<file path="src/rtl/mem_bus_master.sv">
// Initiator for the data-memory bus: one request in flight, fixed-latency reads, one-cycle response pulse.
// Optional write read-back check is enabled by defining MEM_BUS_MASTER_VERIFY_EN.
module mem_bus_master #(
   parameter int unsigned READ_LATENCY = 1,
   parameter logic [15:0] ADDR_LIMIT   = 16'h2002
`ifdef MEM_BUS_MASTER_VERIFY_EN
   ,
   parameter logic [15:0] RAM_TOP      = 16'h2000
`endif
) (
   input  logic        clk,
   input  logic        reset,
   input  logic        req_valid,
   output logic        req_ready,
   input  logic        req_write,
   input  logic [15:0] req_addr,
   input  logic [15:0] req_wdata,
   output logic        rsp_valid,
   output logic [15:0] rsp_rdata,
   output logic        rsp_err,
   output logic [15:0] mem_address,
   output logic        mem_load,
   output logic [15:0] mem_in,
   input  logic [15:0] mem_out
);

   localparam logic [2:0] LAT = READ_LATENCY[2:0];

   typedef enum logic [2:0] {
      IDLE,
      WRITE,
      READ,
      RESP
`ifdef MEM_BUS_MASTER_VERIFY_EN
      ,
      VERIFY
`endif
   } state_t;

   state_t      state_q, state_d;
   logic [15:0] addr_q, addr_d;
   logic [15:0] wdata_q, wdata_d;
   logic [15:0] rdata_q, rdata_d;
   logic        err_q, err_d;
   logic [2:0]  cnt_q, cnt_d;

   always_ff @(posedge clk or posedge reset) begin
      if (reset) begin
         state_q <= IDLE;
         addr_q  <= 16'h0000;
         wdata_q <= 16'h0000;
         rdata_q <= 16'h0000;
         err_q   <= 1'b0;
         cnt_q   <= 3'd0;
      end else begin
         state_q <= state_d;
         addr_q  <= addr_d;
         wdata_q <= wdata_d;
         rdata_q <= rdata_d;
         err_q   <= err_d;
         cnt_q   <= cnt_d;
      end
   end

   always_comb begin
      state_d = state_q;
      addr_d  = addr_q;
      wdata_d = wdata_q;
      rdata_d = rdata_q;
      err_d   = err_q;
      cnt_d   = cnt_q;
      unique case (state_q)
         IDLE: begin
            if (req_valid) begin
               rdata_d = 16'h0000;
               cnt_d   = LAT;
               // Illegal requests never touch the bus, so the address register keeps its old value.
               if (req_addr >= ADDR_LIMIT) begin
                  err_d   = 1'b1;
                  state_d = RESP;
               end else begin
                  err_d  = 1'b0;
                  addr_d = req_addr;
                  if (req_write) begin
                     wdata_d = req_wdata;
                     state_d = WRITE;
                  end else begin
                     state_d = READ;
                  end
               end
            end
         end
         WRITE: begin
`ifdef MEM_BUS_MASTER_VERIFY_EN
            if (addr_q < RAM_TOP) begin
               cnt_d   = LAT;
               state_d = VERIFY;
            end else begin
               state_d = RESP;
            end
`else
            state_d = RESP;
`endif
         end
         READ: begin
            if (cnt_q == 3'd0) begin
               rdata_d = mem_out;
               state_d = RESP;
            end else begin
               cnt_d = cnt_q - 3'd1;
            end
         end
`ifdef MEM_BUS_MASTER_VERIFY_EN
         VERIFY: begin
            if (cnt_q == 3'd0) begin
               rdata_d = mem_out;
               err_d   = (mem_out != wdata_q);
               state_d = RESP;
            end else begin
               cnt_d = cnt_q - 3'd1;
            end
         end
`endif
         RESP: begin
            state_d = IDLE;
         end
         default: begin
            state_d = IDLE;
         end
      endcase
   end

   // Everything below decodes registered state, so async reset clears it without a clock.
   assign req_ready   = (state_q == IDLE) && !reset;
   assign mem_load    = (state_q == WRITE);
   assign mem_address = addr_q;
   assign mem_in      = wdata_q;
   assign rsp_valid   = (state_q == RESP);
   assign rsp_rdata   = rdata_q;
   assign rsp_err     = err_q;

endmodule

</file>
<file path="config.mk">
export PLATFORM = sky130hd
export DESIGN_NAME = mem_bus_master
export DESIGN_NICKNAME = d
export VERILOG_FILES = /design/src/rtl/mem_bus_master.sv
export SDC_FILE = /design/constraint.sdc
export NUM_CORES = 1
export LEC_CHECK = 0
export CORE_MARGIN = 5
export CORE_UTILIZATION = 30
export CTS_CLUSTER_SIZE = 14
export DETAILED_ROUTE_END_ITERATION = 6
export PLACE_DENSITY = 0.67
export SLEW_MARGIN = 10
export SYNTH_ARGS = -nofsm -noshare
export SYNTH_HDL_FRONTEND = slang
export SYNTH_SLANG_ARGS = --single-unit
</file>
<file path="constraint.sdc">
create_clock -name clk -period 3.3 [get_ports clk]
set_input_delay 0.495 -clock clk [delete_from_list [all_inputs] [get_ports clk]]
set_output_delay 0.495 -clock clk [all_outputs]
set_load 0.005 [all_outputs]
</file>
After elaboration in Yosys (flattened, before gate mapping)
Cells that the tools add are included.
{"block": "totals", "input_bits": 52, "regBits": 55}
{"block": "op_classes", "n_bitwise": 1, "n_reduce_logical": 11, "mux": 12, "add_sub_neg": 1, "order_cmp": 1, "n_eq_ne": 6}
{"cell": "16-bit 2-to-1 mux", "count": 2}
{"cell": "16-bit one-hot mux with 2 select lines", "count": 1}
{"cell": "16-bit by 14-bit greater-or-equal comparator with 1-bit output (second input constant)", "count": 1}
{"cell": "3-bit 2-to-1 mux", "count": 4}
{"cell": "3-bit one-hot mux with 3 select lines", "count": 1}
{"cell": "3-bit AND reduction", "count": 3}
{"cell": "3-bit by 2-bit equality test with 1-bit output (second input constant)", "count": 2}
{"cell": "3-bit logical NOT", "count": 2}
{"cell": "2-bit inequality test (second input constant)", "count": 3}
{"cell": "3-bit one-hot mux with 2 select lines", "count": 1}
{"cell": "2-bit 2-to-1 mux", "count": 2}
{"cell": "2-bit AND reduction", "count": 2}
{"cell": "4-bit AND reduction", "count": 1}
{"cell": "3-bit by 1-bit equality test with 1-bit output (second input constant)", "count": 1}
{"cell": "3-bit by 1-bit subtractor with 3-bit output (second input constant)", "count": 1}
{"cell": "2-bit nonzero test", "count": 1}
{"cell": "1-bit logical AND", "count": 1}
{"cell": "1-bit logical NOT", "count": 1}
{"cell": "1-bit 2-to-1 mux", "count": 1}
{"cell": "1-bit NOT", "count": 1}

Logic depth before layout (Yosys ltp)
{"block": "logic_depth", "word_depth": 4, "ltp_mapped": 7, "depth_no_buf": 6}

Least setup slack after synthesis
OpenSTA, ideal clock, no wires.
{"block": "synth_path", "path_kind": "flip-flop to flip-flop", "startpoint": "register state_q[0]", "endpoint": "register wdata_q[0], in the netlist mem_in[0]", "t_arrival_ns": 1.753, "stages_incl_launch_ff": 8, "required_ns": 3.175, "slack_ns": 1.422, "period_less_slack_ns": 1.878, "cell_sequence": "dfrtp_1 > inv_1 > ha_1 > and4bb_2 > nand2_1 > nor2_2 > buf_6 > mux2_2"}
{"block": "synth_between", "elab_chain_len": 2}
{"element": "from (decl)", "line": "40", "rtl": "state_t state_q, state_d;"}
{"element": "from (signal assigned)", "line": "56", "rtl": "state_q <= state_d;"}
{"element": "3-bit logical NOT", "line": "72", "rtl": "unique case (state_q)"}
{"element": "4-bit AND reduction (no line)"}
{"element": "to (signal assigned)", "line": "58", "rtl": "wdata_q <= wdata_d;"}
{"element": "to (decl)", "line": "42", "rtl": "logic [15:0] wdata_q, wdata_d;"}
Every way passes these cells.
A chain may end at the register's enable or synchronous reset.

Worst setup path in the final report
{"block": "layout_path", "startpoint": "register state_q[0]", "endpoint": "register rdata_q[14], in the netlist rsp_rdata[14]"}
{"block": "layout_between", "elab_chain_len": 3}
{"element": "3-bit by 2-bit equality test with 1-bit output / 3-bit logical NOT (equally long branches)", "line": "72"}
{"element": "2-bit inequality test (no line) / 2-bit nonzero test (equally long branches)"}
{"element": "3-bit AND reduction (no line)"}
{"element": "to (signal assigned)", "line": "59", "rtl": "rdata_q <= rdata_d;"}
{"element": "to (decl)", "line": "43", "rtl": "logic [15:0] rdata_q, rdata_d;"}
Several ways; a longest one is shown, not always the timed one.

==> metrics.txt <==
Resize count post-CTS 0; WS Path Type reg -> reg; Area Growth Syn to Fin 52.5%; fmax 409 MHz; ys async rst share 1.00; final cell count without fillers 397; Final nets 352; P per Cell Area 787 nW/um^2; pre-CTS setup slack 0.827 ns; sequential-to-total area share from yosys stat 0.582; Max stage delay on crit path 0.68 ns; unrepaired setup endpoints after global routing false; Die X 98.0 um; CTS tree done; Post-CTS Setup Inserts 0; startpoint types flip-flop; mapped cell area 2320 um^2; root buffer cell clkbuf_8; mux cell area share after synthesis 0.166; Clock Skews 0.00512 ns; Ports 104; Syn. warnings 0; Placer Congestion 0.720; Starting Density 0.304; crit path DAT 2.59 ns; area share of xor/xnor cells in the synthesized design 0; Post-synth top flop dfrtp_1; ant diodes 0; Hold/Removal Path Class reg -> reg; via count 1769; Pre-Repair DR Iteration Count 4; Tcrit/Tclk final 0.740; die area 9600 um^2; post-synthesis compound-gate area fraction 0.0706; vias in the first global route 1867; Post-synth EDFFs 0; initial drt markers 24; Slew Viols, Final 0; crit-path cells inv_1 > ha_1 > mux2i_1 > a21o_1 > nand2_1 > o21ai_0; Worst slew margin 0.469; VDD IR max 0.000349 V; core area 7650 um^2; syn_nets 246; htree depth 2; Port Buffer Count 103; largest net degree at the start of global routing 33; top cells by area, synth dfrtp_1, mux2_2, nand2_1; syn_area_per_cell 12.3 um^2; Post-Place Cells 389; Detail Route Antenna Nets 0; DIE HEIGHT 98.0 um; clk buf depth 2; CP required 3.44 ns; Skew-Pair Late Insertion Delay 0.30 ns; row cnt 32; TritonCTS Buffers 5; Worst-path clk slew 0.09 ns; initial antenna violation count 0; WL final 5500 um; fill cell count 744; fraction of layout cells with a size suffix above 1 0.166; top cell type's share of synthesized area 0.582; grt total ovfl 0; total global-route track usage 0.117; PnR worst setup slack 0.856 ns; detailed placement HPWL 4290 um; first-pass GRT wire length 9290 um; Synth Instances 188; adder-cell share of the synthesized area 0.0323; Yosys cell types 28; leakage 1.56 nW; Post-CTS Hold Buffers 0; wire per inst 13.9 um; flops & latches, synth 54; critical path's slowest cell ha_1; Synth Area in Simple Gates 0.113; largest family of logic cells by synthesized area multiplexers; Layout Utilization 0.463; Hold WS 0.485 ns; largest fanout on the critical path 32; # setup viols final 0; area leader, netlist dfrtp_1; final hold vios 0; Vias/cell 4.46; CTS sink cnt 54; fin crit period 2.44 ns; setup TNS 0 ns; nature of the critical path endpoint flip-flop; outcome finished clean; max-cap viol count 0; DR DRC count 0; slew at the pin closest to its max-slew limit 0.796 ns
## layout by cell type, fill, tap and decap left out, types with 2 or more instances in the layout
cell / netlist / routed
nor3_1: 2 / 2
a21o_1: 2 / 2
inv_1: 6 / 5
and2_2: 3 / 3
buf_4: 0 / 4
clkbuf_8: 0 / 6
nor4_1: 3 / 3
nor2b_1: 2 / 2
mux2_2: 24 / 24
dfrtp_1: 54 / 54
nand2b_1: 3 / 3
nand2_1: 36 / 36
clkdlybuf4s50_1: 0 / 103
a22o_1: 4 / 4
mux2_4: 7 / 7
ha_1: 6 / 6
o21ai_0: 17 / 17
## routing by layer
layer	track usage	wire length, um	vias up
met3	0.0529	602	5
met2	0.186	2480	74
met5	0	0	-
met4	0.0256	32	0
met1	0.148	2390	838
li1	-	-	852
## per-stage QoR
step / area [um^2] / total power, mW
6_report: 3540 / 2.79
5_1_grt: 3540 / 3.02
4_1_cts: 3540 / 2.84
3_5_place_dp: 3450 / 2.45
3_3_place_gp: 3450 / 2.43
2_1_floorplan: 2320 / 1.69
## kinds of logic after synthesis
group | Yosys count
and+or+nand+nor | 55
adders and majority gates | 6
muxes | 32
AOI/OAI and AO/OA | 27
DFF | 54
buffers and inverters | 14
## cells in the mapped netlist, drive strengths merged (3+ instances only)
master,count
dfrtp,54
nand2,36
mux2,31
o21ai,17
ha,6
inv,6
clkbuf,5
a22o,4
and2,3
buf,3
nand2b,3
nor4,3
## worst paths after layout
kind	from	endpoint	slack [ns]	cells after the start
setup / recovery	state_q[0]$_DFFE_PP0P_	rsp_rdata[14]$_DFFE_PP0P_	0.86	6
hold / removal	rsp_rdata[5]$_DFFE_PP0P_	rsp_rdata[5]$_DFFE_PP0P_	0.48	2
setup reg to reg	state_q[0]$_DFFE_PP0P_	rsp_rdata[14]$_DFFE_PP0P_	0.86	6
hold reg to reg	rsp_rdata[5]$_DFFE_PP0P_	rsp_rdata[5]$_DFFE_PP0P_	0.48	2
max in group asynchronous	reset	state_q[0]$_DFFE_PP0P_	2.18	3
min in group asynchronous	reset	cnt_q[2]$_DFFE_PP0P_	0.52	2
## critical path, delay by kind of cell, from the launching register on
| family | cells | cell delay [ns] |
|---|---|---|
| simple gates | 1 | 0.17 |
| compound gates | 2 | 0.62 |
| fa+ha+maj | 1 | 0.68 |
| mux | 1 | 0.30 |
| flops | 1 | 0.43 |
| buf+inv | 1 | 0.10 |
## report_power, final
| part | internal (mW) | leakage, nW | switching [mW] |
|---|---|---|---|
| clock network | 0.170 | 0.0482 | 0.201 |
| logic | 0.817 | 0.806 | 0.491 |
| registers | 0.952 | 0.701 | 0.154 |
| total | 1.94 | 1.56 | 0.847 |
## sequential cells by signal, indices dropped and copies added, names as in the netlist
| name | cells |
|---|---|
| cnt_q | 3 |
| rsp_rdata | 16 |
| mem_in | 16 |
| rsp_err | 1 |
| state_q | 2 |
| mem_address | 16 |
## cell type report
class                      count  area (um^2)  area share
clock inverter                 1         5.00     0.00141
inverter                       6         22.5     0.00636
sequential                    54         1350       0.382
timing repair buffer         107         1060       0.300
clock buffer                   7         86.3      0.0244
multi-input combinational    120          886       0.250
tap                          102          128      0.0361
(Power assumes the default switching activity.)
==> variant 1, RTL diff (same flow settings) <==
Add a define of `MEM_BUS_MASTER_VERIFY_EN`.
--- a/src/rtl/mem_bus_master.sv
+++ b/src/rtl/mem_bus_master.sv
@@ -1,5 +1,7 @@
 // Initiator for the data-memory bus: one request in flight, fixed-latency reads, one-cycle response pulse.
 // Optional write read-back check is enabled by defining MEM_BUS_MASTER_VERIFY_EN.
+`define MEM_BUS_MASTER_VERIFY_EN
+
 module mem_bus_master #(
    parameter int unsigned READ_LATENCY = 1,
    parameter logic [15:0] ADDR_LIMIT   = 16'h2002
Check against the original RTL: not equivalent (Yosys sat finds a counterexample within 4 cycles, from zero or initial values and one cycle with reset high).
==> variant 1 against the original RTL <==
Sequential cell count up 1. Maximum frequency up 4.3%. Sequential power rose by 11%. Count of clock-buffer cells in the layout is 2 lower. Wire length is 27% higher. Design area is 10% higher. Area after synthesis up 13%. Non-clock buffer count rose by 1. Worst setup slack improved by 0.10 ns. Total power increased by 13%. Sequential share of layout area is 2.8 points lower. Critical path type is now register to output pin. Critical endpoint is now rsp_valid.
==> variant 1: results (changes against the original RTL) <==
- Status: completed
- DRT iter0 DRCs: 149 (+520%)
- Share of cells above drive strength 1: 0.165 (-0.000937)
- Distinct cells, synth: 41 (+46%)
- Cell Area, Placed: 3770 um^2 (+9.4%)
- Capture point of the worst reg-to-reg path: mem_in[9]
- Leak: 1.60 nW (+2.7%)
- Post-CTS Resized: 0 (unchanged)
- Critical Path AT: 1.85 ns (-0.74 ns)
- Top cells by area, synth: dfrtp_1 (52%), mux2_2 (9.0%), mux2_4 (5.7%), nand2_1 (5.0%), o21ai_0 (3.2%)
- Vias per inst: 4.69 (+5.3%)
- GRT Total Usage: 0.131 (+0.0141)
- CP max stage delay: 0.61 ns (-0.07 ns)
- GP Congestion: 0.805 (+12%)
- Nets: 386 (+9.7%)
- Worst slack, placed: 0.751 ns (-0.0760 ns)
- Drt wl/cell: 15.8 um (+14%)
- Start of the worst register-to-register path: state_q[1]
- VDD IR max: 0.334 mV (-4.1%)
- Clock transition at path regs: 0.11 ns (+0.02 ns)
- Setup Fix Bufs, Post-CTS: 0 (unchanged)
- Delay-heaviest family, CP: flip-flops
- Sw Ratio: 0.327 (+0.0226)
- Skew final: 0.00621 ns (+0.00109 ns)
- Vias in the first global route: 2139 (+15%)
- R2r setup slk: 1.30 ns (+0.44 ns)
- Post-synth top cells: dfrtp_1 (55), nand2_1 (35), mux2_2 (21), o21ai_0 (17), mux2_4 (10)
- Hold Crit Class: input pin to async pin
- Mapped Nets: 281 (+14%)
- First-pass GRT wire length: 11600 um (+25%)
- Critical Path Sink: rsp_valid
- Worst reg2reg path depth: 5 (-1)
- Detail Placement HPWL: 5470 um (+28%)
- Fill cell count: 801 (+7.7%)
- Relative slew margins: 0.583 (+0.114)
- Critical-path top delay cell: dfrtp_1
- CP max FO: 14 (-56%)
- Final WS setup: 0.957 ns (+0.101 ns)
- Sequential area share after synthesis: 0.524 (-0.0579)
## variant 1: worst reg2reg max path, delay by kind of cell, from the launching register on
family / cells / cell delay, ns
and+or+nand+nor: 3 / 0.68
buffers and inverters: 1 / 0.30
DFF: 1 / 0.55
muxes: 1 / 0.38
## variant 1: metal layers
metal | share of wire | up-vias | global-route usage
met4 | 0.013 | 0 | 0.0375
li1 | - | 995 | -
met3 | 0.066 | 8 | 0.0423
met2 | 0.51 | 50 | 0.225
met5 | 0 | - | 0
met1 | 0.41 | 1017 | 0.158
## variant 1: cells by family after synthesis
kind of cell	synth area share
and+or+nand+nor	0.157
DFF	0.524
muxes	0.151
AOI/OAI and AO/OA	0.0725
xor gates and xnor gates	0.0567
buffers and inverters	0.0291
adders and majority gates	0.00953
## variant 1: layout make-up
cell class | count | share of cell area
Clock buffer | 5 | 0.0177
Tap cell | 108 | 0.0347
Sequential cell | 55 | 0.353
Inverter | 5 | 0.00482
Multi-Input combinational cell | 157 | 0.301
Clock inverter | 3 | 0.0141
Timing Repair Buffer | 108 | 0.274
## variant 1: power by group through the flow
stage	Sequential (W)	Clock (W)	Combinational, W
after global routing	0.00128	0.000528	0.00158
after global placement	0.00124	0	0.00143
final	0.00123	0.000483	0.00144
after floorplan	0.00120	0	0.000701
after CTS	0.00123	0.000496	0.00147
after detailed placement	0.00125	0	0.00146
## variant 1: metrics by stage
stage | util | instances
final | 0.451 | 441
after global routing | 0.451 | 441
after CTS | 0.451 | 441
after detailed placement | 0.437 | 433
after global placement | 0.437 | 433
after floorplan | - | 227
## variant 1: worst min-delay path by stage
stage | end | from | slack (ns)
detailed placement | mem_address[10] | mem_address[10] | 0.49
global route | cnt_q[1] | reset | 0.53
global placement | mem_address[6] | mem_address[6] | 0.49
CTS | cnt_q[1] | reset | 0.51
floorplan | cnt_q[1] | cnt_q[1] | 0.48
finish | cnt_q[1] | reset | 0.50
==> variant 2, RTL diff (same settings) <==
Made on the original files. Register the output `rsp_err` once more, cleared by the reset; this adds one clock of latency there. The other outputs are not delayed to match.
--- a/src/rtl/mem_bus_master.sv
+++ b/src/rtl/mem_bus_master.sv
@@ -137,7 +137,13 @@
    assign mem_in      = wdata_q;
    assign rsp_valid   = (state_q == RESP);
    assign rsp_rdata   = rdata_q;
-   assign rsp_err     = err_q;
+   always_ff @(posedge clk or posedge reset) begin
+      if (reset) begin
+         rsp_err <= '0;
+      end else begin
+         rsp_err <= err_q;
+      end
+   end
 
 endmodule
 
Formal check against the unedited RTL: not equivalent (a bounded check fails within 4 cycles, from zero or initial values and one cycle with reset high).
==> variant 2 against the original RTL <==
Maximum frequency decreased by 0.82%. Total power increased by 6.6%. Sequential cell count up 1. Wire length rose by 2.2%. Design area grew 1.6%. Critical endpoint is now rsp_rdata[10]. Core utilization rose by 0.48 points. Area after synthesis increased by 1.1%. Critical path type unchanged. Largest power group unchanged. Worst setup slack got worse by 0.020 ns. Die area rose by 0.97%. Clock skew rose by 0.00065 ns. Critical path depth unchanged.
==> variant 2: results (changes against the original RTL) <==
- M1 GR Usage: 0.160 (+0.0118)
- Detail Placement HPWL: 4180 um (-2.6%)
- First-pass GRT wire length: 9110 um (-1.9%)
- Post-synth top cells: dfrtp_1 (55), nand2_1 (36), mux2_2 (24), o21ai_0 (17), mux2_4 (7)
- Uppermost layer routed: met4
- Clock transition at path regs: 0.10 ns
- Skew final: 0.00577 ns (+0.000653 ns)
- Ys async rst share: 1.00 (unchanged)
- R2r setup slk: 0.84 ns (-0.02 ns)
- CORE AREA: 7690 um^2 (+0.52%)
- CP max stage delay: 0.69 ns
- Share of cells above drive strength 1: 0.163 (-0.00284)
- Top cells by area, synth: dfrtp_1 (59%), mux2_2 (12%), nand2_1 (5.8%), mux2_4 (4.5%), o21ai_0 (3.6%)
- # port buffers: 103 (unchanged)
- Relative slew margins: 0.423 (-0.0464)
- Critical Path AT: 2.63 ns (+0.04 ns)
- Met1 wire length: 2760 um (+16%)
- Nets: 351 (-0.28%)
- GRT Total Usage: 0.115 (-0.00283)
- Sequential area share after synthesis: 0.587 (+0.00446)
- Routed wl met3: 552 um (-8.3%)
- Leak: 1.57 nW (+1.1%)
- Largest net degree at the start of global routing: 33 (unchanged)
- Post-CTS Resized: 0 (unchanged)
- Mapped Nets: 247 (+0.41%)
- VDD IR max: 0.292 mV (-16%)
- Drt wl/cell: 14.2 um (+2.5%)
- Vias per inst: 4.51 (+1.2%)
- Clk buf depth: 2 (unchanged)
- Grt met2 use: 0.168 (-0.0179)
- Global Route met3 Usage: 0.0460 (-0.00686)
- CTS Root Cell: clkbuf_8
- GP Congestion: 0.765 (+6.2%)
- CTS H-tree lvls: 2 (unchanged)
- Met2 routed WL: 2260 um (-8.8%)
- Clock Latency Late Sink: 0.31 ns
- DRT iter0 DRCs: 58 (+140%)
- Status: completed
- ANT cells: 0 (unchanged)
[variant 2: layout make-up]
type                            count  area, um^2
Fill cell                         728        4090
Sequential cell                    55        1380
Timing Repair Buffer              105        1050
Multi-Input combinational cell    120         886
Tap cell                          102         128
Clock buffer                        5        68.8
Clock inverter                      3        67.6
Inverter                            6        22.5
[variant 2: cells by family after synthesis]
group / count (synthesis) / synth area share
adders and majority gates: 6 / 0.0320
and+or+nand+nor: 55 / 0.111
muxes: 32 / 0.164
buffers and inverters: 14 / 0.0357
DFF: 55 / 0.587
AOI/OAI and AO/OA: 27 / 0.0699
[variant 2: worst register-to-register path, stage by stage, from the launching register on]
cell,delay [ns]
dfrtp_1,0.43
inv_1,0.10
ha_1,0.69
mux2i_1,0.30
a21o_1,0.53
nand2_1,0.18
o21ai_0,0.10
[variant 2: metrics by stage]
step                      instances  area [um^2]  worst slack [ns]  hold WS (ns)  utilization
after floorplan                 189         2350              1.42         0.355            -
after global placement          388         3460             0.679         0.369        0.450
after detailed placement        388         3460             0.571         0.371        0.450
after CTS                       396         3590             0.792         0.394        0.468
after global routing            396         3590             0.538         0.406        0.468
final                           396         3590             0.836         0.391        0.468
[variant 2: final timing paths]
kind	cells after the start	endpoint	from
worst max-delay path	6	rsp_rdata[10]	state_q[0]
worst min-delay path	0	rsp_err	err_q
worst max register to register	6	rsp_rdata[10]	state_q[0]
worst min register to register	0	rsp_err	err_q
max in group asynchronous	3	cnt_q[0]	reset
min in group asynchronous	2	rsp_rdata[15]	reset
[variant 2: power by group]
| part | switching (W) | internal, W | total, W |
|---|---|---|---|
| Clock | 0.000228 | 0.000303 | 0.000531 |
| Combinational | 0.000492 | 0.000817 | 0.00131 |
| Sequential | 0.000160 | 0.000970 | 0.00113 |
| Total | 0.000880 | 0.00209 | 0.00297 |
